`src/rtl/modrm_fetch.sv`:
```
// ModRM / effective-address fetch-and-writeback sequencer for the 8-bit-bus x86 core.
// Latency: start->done = 1 + disp bytes + operand bytes cycles of bus ownership; done pulses in the first idle cycle.
// Backpressure: none; the core must hand over the byte bus while busy is high. Requests are ignored unless idle.
//
// Ports:
//   clock, reset_n         rising-edge clock, synchronous active-low reset
//   start / wb_start       begin a ModRM fetch / a writeback to the last computed address
//   opsz                   operand size (0 byte, 1 word, 2 dword)
//   override, seg_ovr      segment override prefix and its segment value
//   cs, ds, ss, ip_in      segment registers and IP of the ModRM byte
//   bx, bp, si, di         base/index registers
//   wb_data                little-endian writeback data
//   data                   bus read data (valid in the same cycle as address)
//   address, out, wren     byte bus driven by this unit while busy
//   busy, done             bus ownership and one-cycle completion pulse
//   modrm, is_mem, eff, seg, mem_val, ip_out   fetch results, held until the next start
module modrm_fetch #(
  parameter int ADDR_W    = 20,
  parameter int MAX_BYTES = 2
) (
  input  logic                   clock,
  input  logic                   reset_n,
  input  logic                   start,
  input  logic                   wb_start,
  input  logic [1:0]             opsz,
  input  logic                   override,
  input  logic [15:0]            seg_ovr,
  input  logic [15:0]            cs,
  input  logic [15:0]            ds,
  input  logic [15:0]            ss,
  input  logic [15:0]            ip_in,
  input  logic [15:0]            bx,
  input  logic [15:0]            bp,
  input  logic [15:0]            si,
  input  logic [15:0]            di,
  input  logic [8*MAX_BYTES-1:0] wb_data,
  input  logic [7:0]             data,
  output logic [ADDR_W-1:0]      address,
  output logic [7:0]             out,
  output logic                   wren,
  output logic                   busy,
  output logic                   done,
  output logic [7:0]             modrm,
  output logic                   is_mem,
  output logic [15:0]            eff,
  output logic [15:0]            seg,
  output logic [8*MAX_BYTES-1:0] mem_val,
  output logic [15:0]            ip_out
);

  localparam int DW = 8 * MAX_BYTES;
  // Sum is formed at least 20 bits wide so seg*16+off never loses its carry before truncation.
  localparam int SW = (ADDR_W > 20) ? ADDR_W : 20;

  localparam logic [2:0] S_IDLE    = 3'd0;
  localparam logic [2:0] S_MODRM   = 3'd1;
  localparam logic [2:0] S_DISP_LO = 3'd2;
  localparam logic [2:0] S_DISP_HI = 3'd3;
  localparam logic [2:0] S_DISP8   = 3'd4;
  localparam logic [2:0] S_READ    = 3'd5;
  localparam logic [2:0] S_WRITE   = 3'd6;

  logic [2:0]        state_q,   state_d;
  logic [15:0]       ip_q,      ip_d;
  logic [2:0]        nbytes_q,  nbytes_d;
  logic              ovr_q,     ovr_d;
  logic [15:0]       seg_ovr_q, seg_ovr_d;
  logic [7:0]        modrm_q,   modrm_d;
  logic              is_mem_q,  is_mem_d;
  logic [15:0]       eff_q,     eff_d;
  logic [15:0]       seg_q,     seg_d;
  logic [DW-1:0]     mem_val_q, mem_val_d;
  logic [DW-1:0]     wb_q,      wb_d;
  logic [1:0]        cnt_q,     cnt_d;
  logic [ADDR_W-1:0] addr_q,    addr_d;
  logic              done_q,    done_d;

  logic [1:0]        mod_w;
  logic [2:0]        rm_w;
  logic [15:0]       base_w;
  logic              use_ss_w;
  logic              last_w;
  logic [15:0]       data_off_w;
  logic [ADDR_W-1:0] bus_addr_w;
  logic [7:0]        out_w;

  function automatic logic [ADDR_W-1:0] phys(input logic [15:0] s, input logic [15:0] off);
    logic [SW-1:0] sum;
    sum = SW'({s, 4'h0}) + SW'(off);
    return sum[ADDR_W-1:0];
  endfunction

  // Dword requests fall back to word transfers when the unit is built for 2-byte operands.
  function automatic logic [2:0] size_bytes(input logic [1:0] sz);
    logic [2:0] n;
    case (sz)
      2'd0:    n = 3'd1;
      2'd1:    n = 3'd2;
      default: n = (MAX_BYTES >= 4) ? 3'd4 : 3'd2;
    endcase
    return n;
  endfunction

  always_comb begin
    // ModRM decode works straight off the bus byte in the MODRM cycle.
    mod_w = data[7:6];
    rm_w  = data[2:0];
    case (rm_w)
      3'd0:    base_w = bx + si;
      3'd1:    base_w = bx + di;
      3'd2:    base_w = bp + si;
      3'd3:    base_w = bp + di;
      3'd4:    base_w = si;
      3'd5:    base_w = di;
      3'd6:    base_w = bp;
      default: base_w = bx;
    endcase
    // mod=00 rm=110 is the direct-address form: no base, disp16 only.
    if (mod_w == 2'b00 && rm_w == 3'd6) base_w = 16'h0000;
    use_ss_w = (mod_w != 2'b11) &&
               ((rm_w == 3'd2) || (rm_w == 3'd3) || (rm_w == 3'd6 && mod_w != 2'b00));

    last_w     = ({1'b0, cnt_q} == (nbytes_q - 3'd1));
    // Offset arithmetic wraps at 16 bits before the segment is applied.
    data_off_w = eff_q + {14'd0, cnt_q};

    out_w = 8'h00;
    for (int k = 0; k < MAX_BYTES; k++) begin
      if (cnt_q == 2'(k)) out_w = wb_q[8*k +: 8];
    end

    case (state_q)
      S_MODRM, S_DISP_LO, S_DISP_HI, S_DISP8: bus_addr_w = phys(cs, ip_q);
      S_READ, S_WRITE:                         bus_addr_w = phys(seg_q, data_off_w);
      default:                                 bus_addr_w = addr_q;
    endcase

    state_d   = state_q;
    ip_d      = ip_q;
    nbytes_d  = nbytes_q;
    ovr_d     = ovr_q;
    seg_ovr_d = seg_ovr_q;
    modrm_d   = modrm_q;
    is_mem_d  = is_mem_q;
    eff_d     = eff_q;
    seg_d     = seg_q;
    mem_val_d = mem_val_q;
    wb_d      = wb_q;
    cnt_d     = cnt_q;
    addr_d    = bus_addr_w;
    done_d    = 1'b0;

    case (state_q)
      S_IDLE: begin
        if (start) begin
          ip_d      = ip_in;
          nbytes_d  = size_bytes(opsz);
          ovr_d     = override;
          seg_ovr_d = seg_ovr;
          mem_val_d = '0;
          state_d   = S_MODRM;
        end else if (wb_start) begin
          nbytes_d = size_bytes(opsz);
          wb_d     = wb_data;
          cnt_d    = 2'd0;
          state_d  = S_WRITE;
        end
      end
      S_MODRM: begin
        modrm_d  = data;
        is_mem_d = (mod_w != 2'b11);
        eff_d    = base_w;
        seg_d    = ovr_q ? seg_ovr_q : (use_ss_w ? ss : ds);
        ip_d     = ip_q + 16'd1;
        cnt_d    = 2'd0;
        if (mod_w == 2'b11) begin
          state_d = S_IDLE;
          done_d  = 1'b1;
        end else if ((mod_w == 2'b00 && rm_w == 3'd6) || mod_w == 2'b10) begin
          state_d = S_DISP_LO;
        end else if (mod_w == 2'b01) begin
          state_d = S_DISP8;
        end else begin
          state_d = S_READ;
        end
      end
      S_DISP_LO: begin
        eff_d   = eff_q + {8'h00, data};
        ip_d    = ip_q + 16'd1;
        state_d = S_DISP_HI;
      end
      S_DISP_HI: begin
        eff_d   = eff_q + {data, 8'h00};
        ip_d    = ip_q + 16'd1;
        state_d = S_READ;
      end
      S_DISP8: begin
        eff_d   = eff_q + {{8{data[7]}}, data};
        ip_d    = ip_q + 16'd1;
        state_d = S_READ;
      end
      S_READ: begin
        for (int k = 0; k < MAX_BYTES; k++) begin
          if (cnt_q == 2'(k)) mem_val_d[8*k +: 8] = data;
        end
        cnt_d = cnt_q + 2'd1;
        if (last_w) begin
          state_d = S_IDLE;
          done_d  = 1'b1;
        end
      end
      S_WRITE: begin
        cnt_d = cnt_q + 2'd1;
        if (last_w) begin
          state_d = S_IDLE;
          done_d  = 1'b1;
        end
      end
      default: state_d = S_IDLE;
    endcase
  end

  always_ff @(posedge clock) begin
    if (!reset_n) begin
      state_q   <= S_IDLE;
      ip_q      <= '0;
      nbytes_q  <= '0;
      ovr_q     <= 1'b0;
      seg_ovr_q <= '0;
      modrm_q   <= '0;
      is_mem_q  <= 1'b0;
      eff_q     <= '0;
      seg_q     <= '0;
      mem_val_q <= '0;
      wb_q      <= '0;
      cnt_q     <= '0;
      addr_q    <= '0;
      done_q    <= 1'b0;
    end else begin
      state_q   <= state_d;
      ip_q      <= ip_d;
      nbytes_q  <= nbytes_d;
      ovr_q     <= ovr_d;
      seg_ovr_q <= seg_ovr_d;
      modrm_q   <= modrm_d;
      is_mem_q  <= is_mem_d;
      eff_q     <= eff_d;
      seg_q     <= seg_d;
      mem_val_q <= mem_val_d;
      wb_q      <= wb_d;
      cnt_q     <= cnt_d;
      addr_q    <= addr_d;
      done_q    <= done_d;
    end
  end

  // While idle the bus address keeps the last driven value.
  assign address = bus_addr_w;
  assign wren    = (state_q == S_WRITE);
  assign out     = (state_q == S_WRITE) ? out_w : 8'h00;
  assign busy    = (state_q != S_IDLE);
  assign done    = done_q;
  assign modrm   = modrm_q;
  assign is_mem  = is_mem_q;
  assign eff     = eff_q;
  assign seg     = seg_q;
  assign mem_val = mem_val_q;
  assign ip_out  = ip_q;

endmodule

```
`config.mk`:
```
export PLATFORM = sky130hd
export DESIGN_NAME = modrm_fetch
export DESIGN_NICKNAME = d
export VERILOG_FILES = /design/src/rtl/modrm_fetch.sv
export SDC_FILE = /design/constraint.sdc
export NUM_CORES = 1
export LEC_CHECK = 0
export CAP_MARGIN = 20
export CORE_UTILIZATION = 35
export CTS_BUF_LIST = sky130_fd_sc_hd__clkbuf_16
export CTS_CLUSTER_DIAMETER = 60
export DETAILED_ROUTE_END_ITERATION = 7
export DONT_BUFFER_PORTS = 1
export GPL_ROUTABILITY_DRIVEN = 1
export HOLD_SLACK_MARGIN = 0.08
export PLACE_DENSITY = 0.49
export REMOVE_ABC_BUFFERS = 1
export SYNTH_ARGS = -nofsm -noshare
export SYNTH_HDL_FRONTEND = slang
export SYNTH_SLANG_ARGS = --single-unit
```
`constraint.sdc`:
```
create_clock -name clock -period 4.94 [get_ports clock]
set_input_delay 0.741 -clock clock [delete_from_list [all_inputs] [get_ports clock]]
set_output_delay 0.741 -clock clock [all_outputs]
set_load 0.005 [all_outputs]
```
======== Word-level counts from Yosys, hierarchy flattened ========
Index checks and enable logic that the tools add are counted.
storage, ports and cells
  register bits ........................... 135
  word-level logic and storage cells ...... 114
cells by class
  $add $sub $neg .......................... 13
  equality and inequality tests ........... 25
  muxes and demuxes ....................... 31
  bitwise operators ....................... 1
  reduce and logical (&&, ||, !) cells .... 29
operators with widths
  cell                                                  number
  case mux 16 bit (7 select lines)                      1
  adder 16 bit                                          6
  2-to-1 mux 16 bit                                     5
  case mux 16 bit (2 select lines)                      2
  case mux 16 bit (4 select lines)                      1
  adder 20 x 16 -> 20 bit                               2
  2-to-1 mux 8 bit                                      5
  case mux 20 bit (2 select lines)                      1
  2-to-1 mux 3 bit                                      7
  equality test 3 bit (second input constant)           6
  adder 16 x 1 -> 16 bit (second input constant)        1
  adder 16 x 2 -> 16 bit                                1
  adder 16 x 8 -> 16 bit                                1
  case mux 3 bit (5 select lines)                       1
  equality test 3 x 2 -> 1 bit (second input constant)  4
  inequality test 2 bit (second input constant)         6
  AND reduction 3 bit                                   4
  AND reduction 2 bit                                   4
  nonzero test 2 bit                                    4
  equality test 3 x 1 -> 1 bit (second input constant)  2
  logical NOT 2 bit                                     3
  logical NOT 3 bit                                     2
  2-to-1 mux 2 bit                                      3
  case mux 2 bit (3 select lines)                       1
  other kinds (16)                                      26

======== Longest topological paths before layout ========
  depth after elaboration ................. 6
  depth in mapped cells ................... 16
  gate-level depth less buffers ........... 16

======== Worst setup path after synthesis ========
OpenSTA, ideal clock, no wires.
  path kind ............................... input-to-reg
  from .................................... in data[1]
  to ...................................... reg eff_q[15], in the netlist eff[15]
  setup time .............................. 145 ps
  arrival time ............................ 3926 ps
  data required time ...................... 4795 ps
  path slack .............................. 870 ps
  cell stages on the path ................. 13
  path buffers ............................ 2
  path through ............................ buf_2 nor3b_4 clkbuf_1 mux2_2 ha_1 a21o_1 a22o_1 o221ai_1 o31ai_1 and3_1 o41ai_1 o221a_1 o41ai_2
between the ends
  longest elaborated chain between the ends .. 4
  elaborated cells between the ends (all ways) .. 14
ends and longest elaborated chain
  element                                                               RTL line  source
  start, declared                                                       37        input logic [7:0] data,
  parallel branches: the longest is 3 deep, another holds adder 16 bit  -
  case mux 16 bit (4 select lines) *                                    153       case (state_q)
  end signal, assigned                                                  232       eff_q <= '0;
  end signal, assigned                                                  247       eff_q <= eff_d;
  end, declared                                                         70        logic [15:0] eff_q, eff_d;
Mark *: on every way between the ends.
A chain may end at the register's enable or synchronous reset.

======== Final worst setup path ========
  from .................................... reg cnt_q[1]
  to ...................................... out address[15]
between the ends
  longest elaborated chain between the ends .. 3
ends and longest elaborated chain
  element                           RTL line  source
  start, declared                   74        logic [1:0] cnt_q, cnt_d;
  start signal, assigned            251       cnt_q <= cnt_d;
  adder 16 x 2 -> 16 bit            125       data_off_w = eff_q + {14'd0, cnt_q};
  adder 20 x 16 -> 20 bit           89        sum = SW'({s, 4'h0}) + SW'(off);
  case mux 20 bit (2 select lines)  132       case (state_q)
  end, declared                     38        output logic [ADDR_W-1:0] address,
Every way passes these cells.

==> parameters.txt <==
Parameter                              Value

Logic synthesis
  Mapped Area ... 10900 sq um
  Share of Yosys cell area claimed by the top area cell type ... 24.7%
  Per-instance average area after synthesis ... 7.53 sq um
  Area contributors post-synth ... sky130_fd_sc_hd__dfxtp_1 25%, sky130_fd_sc_hd__ha_1 9.7%, sky130_fd_sc_hd__a21oi_1 8.7%
  Yosys cell types ... 72
  Most area-hungry cell type in the Yosys netlist ... sky130_fd_sc_hd__dfxtp_1
  Post-synth EDFFs ... 0
  Yosys reg bits ... 134
  Synth Instances ... 1443
  Top FF cell, synth ... sky130_fd_sc_hd__dfxtp_1
  YS warnings ... 0
  Synth async-reset ratio ... 0%
  Fraction of the yosys area taken by sequential cells ... 24.7%

Die
  Initial core utilization ... 35.5%
  Horizontal die dimension ... 178 um
  Number of placement rows ... 64
  Core Region ... 30600 sq um
  Die boundary height ... 178 um
  Die ar. ... 31700 sq um
  I/O pin count ... 279

GRT
  Global Route Usage Sum ... 23.2%
  Global-route wire length before repair ... 56.8 mm
  Met3 layer usage reported by global route ... 6.31%
  Global-route track usage on met2 ... 40.3%
  Vias in the first global route ... 10.2k
  Antenna violations before repair ... 0
  Total congestion overflow after global routing ... 0
  Pin count of the biggest net entering global routing ... 77
  Global routing met1 resource utilization ... 28.1%
  Global route hottest layer ... met2

Worst setup path
  Setup slack, reg-to-reg ... 1.31 ns
  Largest delay contributor family on the critical path ... simple AND/OR/NAND/NOR gates
  Kind of capture point of the worst setup path ... output pin
  Worst R2R Start ... eff[0]$_SDFFE_PN0P_
  Worst path bufs/invs ... 0
  Stages on worst setup path ... 16
  Category of the critical setup timing path ... register to output pin
  Slowest Stage Delay on Critical Path ... 0.38 ns
  Worst EP required ... 4.20 ns
  Kind of start point of the critical path ... register
  Worst Path Arrival ... 3.94 ns
  R2r worst-path depth ... 14
  List of cells traversed by the critical path ... ha_1 > a21oi_1 > nor2b_2 > nand2_1 > or2_2 > nor2_1 > xor2_1 > ha_1 > o21ai_1 > a21boi_1 > o22a_1 > nand3_1 > nand2b_1 > a211o_1 > a32o_1 > or2_2
  Endpoint of the worst setup timing path ... address[15]
  Biggest fanout along the worst timing path ... 5
  Slowest library cell on the worst path ... sky130_fd_sc_hd__dfxtp_1
  Worst R2R End ... addr_q[14]$_SDFF_PN0_
  Timing startpoint of the critical path ... cnt_q[1]$_SDFFE_PN0P_

STA
  Final clock skew ... 0.0132 ns
  Total negative slack ... 0 ns
  Clock period minus final worst setup slack ... 4.68 ns
  Final setup violation count ... 0
  Portion of the clock cycle consumed by the worst path in the final layout ... 94.7%
  Number of max-slew violations in the final report ... 0
  Worst setup slack after layout ... 0.260 ns
  Worst Max-Slew Pin Slew ... 0.991 ns
  Relative max-transition margin ... 33.8%
  Worst hold slack ... 0.440 ns
  RSZ-0062 raised after global routing ... no
  Final Hold Viols ... 0
  Maximum frequency from static timing analysis ... 214 MHz

Power and ir drop
  Largest voltage drop on the vdd net ... 0.000286 V
  Power per unit of standard cell area ... 504 nW/um^2
  Leak Pwr ... 4.59 nW
  Sum of internal, switching and leakage power ... 5.97 mW

Detailed routing
  Vias per cell ... 5.77
  Number of vias after detailed routing ... 10.5k
  1st-iter DRT viols ... 501
  Remaining antenna violation count ... 0
  Total wirelength of the detailed-routed design ... 37.2 mm
  Average wire length per cell after detail routing ... 20.5 um
  Number of remaining DRC errors ... 0
  Pre-Repair DR Iteration Count ... 4

Clock tree
  Clock transition time at the flip-flop clock pins of the worst setup and hold paths ... 0.06 ns
  Number of CTS-inserted buffers ... 17
  Longest Clk Path Bufs ... 2
  Level count of the clock H-tree ... 4
  Skew-Pair Late Insertion Delay ... 0.43 ns
  CTS sink cnt ... 134
  CTS tree ... yes
  Clk Tree Root Cell ... sky130_fd_sc_hd__clkbuf_16
  Post-cts hold buffer count ... 0

Place
  Post-DP HPWL ... 27.6 mm
  Port-buffer cells ... 0
  Worst-case setup slack after placement ... 0.525 ns
  Placer Congestion ... 0.870

Final layout
  Syn-to-layout area delta ... 8.89%
  Fraction of layout instances using a drive strength above 1 ... 8.33%
  Number of nets in the layout ... 1669
  Commonest cells after routing, fill and taps aside ... 229 x sky130_fd_sc_hd__nand2_1, 188 x sky130_fd_sc_hd__a21oi_1, 132 x sky130_fd_sc_hd__dfxtp_1, 106 x sky130_fd_sc_hd__nor2_1, 102 x sky130_fd_sc_hd__o21ai_0
  Finished Core Util ... 38.7%
  Antenna Cells ... 0
  Commonest non-fill, non-tap cell in the layout ... sky130_fd_sc_hd__nand2_1

Min path
  Class of the tightest hold or removal check ... input port to register

Flow run
  Max-cap violation count ... 0

Outcome
  Status ... finished clean
==> synthesized netlist by cell type (all sizes together) (20+ instances only) <==
library cell,instances
a211oi,20
inv,20
ha,84
clkbuf,59
nand2,229
mux2i,21
o21ai,105
xor2,35
xnor2,44
mux2,47
nor2,106
nor3,24
dfxtp,134
a21o,24
nand3,42
a21oi,188
==> logic make-up (layout without fill, tap and decap cells) <==
group / after synthesis / after routing / synth area share (%)
AND/OR/NAND/NOR: 488 / 488 / 20.1
XOR/XNOR: 79 / 79 / 6.44
adder cells (fa/ha/maj): 91 / 91 / 11.0
AO/OA/AOI/OAI: 484 / 484 / 27.3
multiplexers: 69 / 69 / 7.01
buffers and inverters: 98 / 71 / 3.52
flip-flops: 134 / 134 / 24.7
==> flip-flops by register name (all words and copies together) (netlist names), 8 cells and up <==
name / flops
addr_q: 20
eff: 16
ip_out: 16
mem_val: 16
seg: 16
seg_ovr_q: 16
wb_q: 16
modrm: 8
==> stage by stage <==
step	cells	cell area (sq um)
after floorplan	1366	10600
after global routing	1812	11800
after global placement	1778	11200
final	1812	11800
after detailed placement	1778	11200
after CTS	1810	11800
==> worst min-delay path by stage <==
stage / from / to / cells past startpoint / slack [ns]
final: reset_n / addr_q[15]$_SDFF_PN0_ / 1 / 0.44
after global routing: reset_n / addr_q[18]$_SDFF_PN0_ / 1 / 0.43
after CTS: reset_n / addr_q[15]$_SDFF_PN0_ / 1 / 0.43
after detailed placement: seg_ovr_q[14]$_SDFFE_PN0P_ / seg_ovr_q[14]$_SDFFE_PN0P_ / 2 / 0.45
after global placement: seg_ovr_q[8]$_SDFFE_PN0P_ / seg_ovr_q[8]$_SDFFE_PN0P_ / 2 / 0.44
after floorplan: seg_ovr_q[10]$_SDFFE_PN0P_ / seg_ovr_q[10]$_SDFFE_PN0P_ / 2 / 0.44
==> layer usage <==
layer,vias up,part of all wire [%],routed length (um)
li1,5185,-,-
met1,4941,43,16200
met2,297,48,17800
met3,28,7.3,2730
met4,0,1.3,487
met5,-,0,0
==> layout make-up <==
class	count	area (sq um)
flip-flops and latches	134	2690
fillers	3293	18800
repair buffers	18	165
multi-input cells	1211	7800
clock buffers	17	425
well taps	396	495
inverters	21	80.1
clock inverters	15	178
==> report_power, final <==
part | switching (mW) | internal, mW
clock | 0.541 | 0.799
combinational | 1.75 | 1.11
sequential | 0.418 | 1.34
==> timing repair <==
item / in CTS / in global routing
resized for setup: 0 / 5
endpoints found under the setup margin: 0 / 3
setup buffers: 0 / 0
Power figures use the tool's default switching activity.
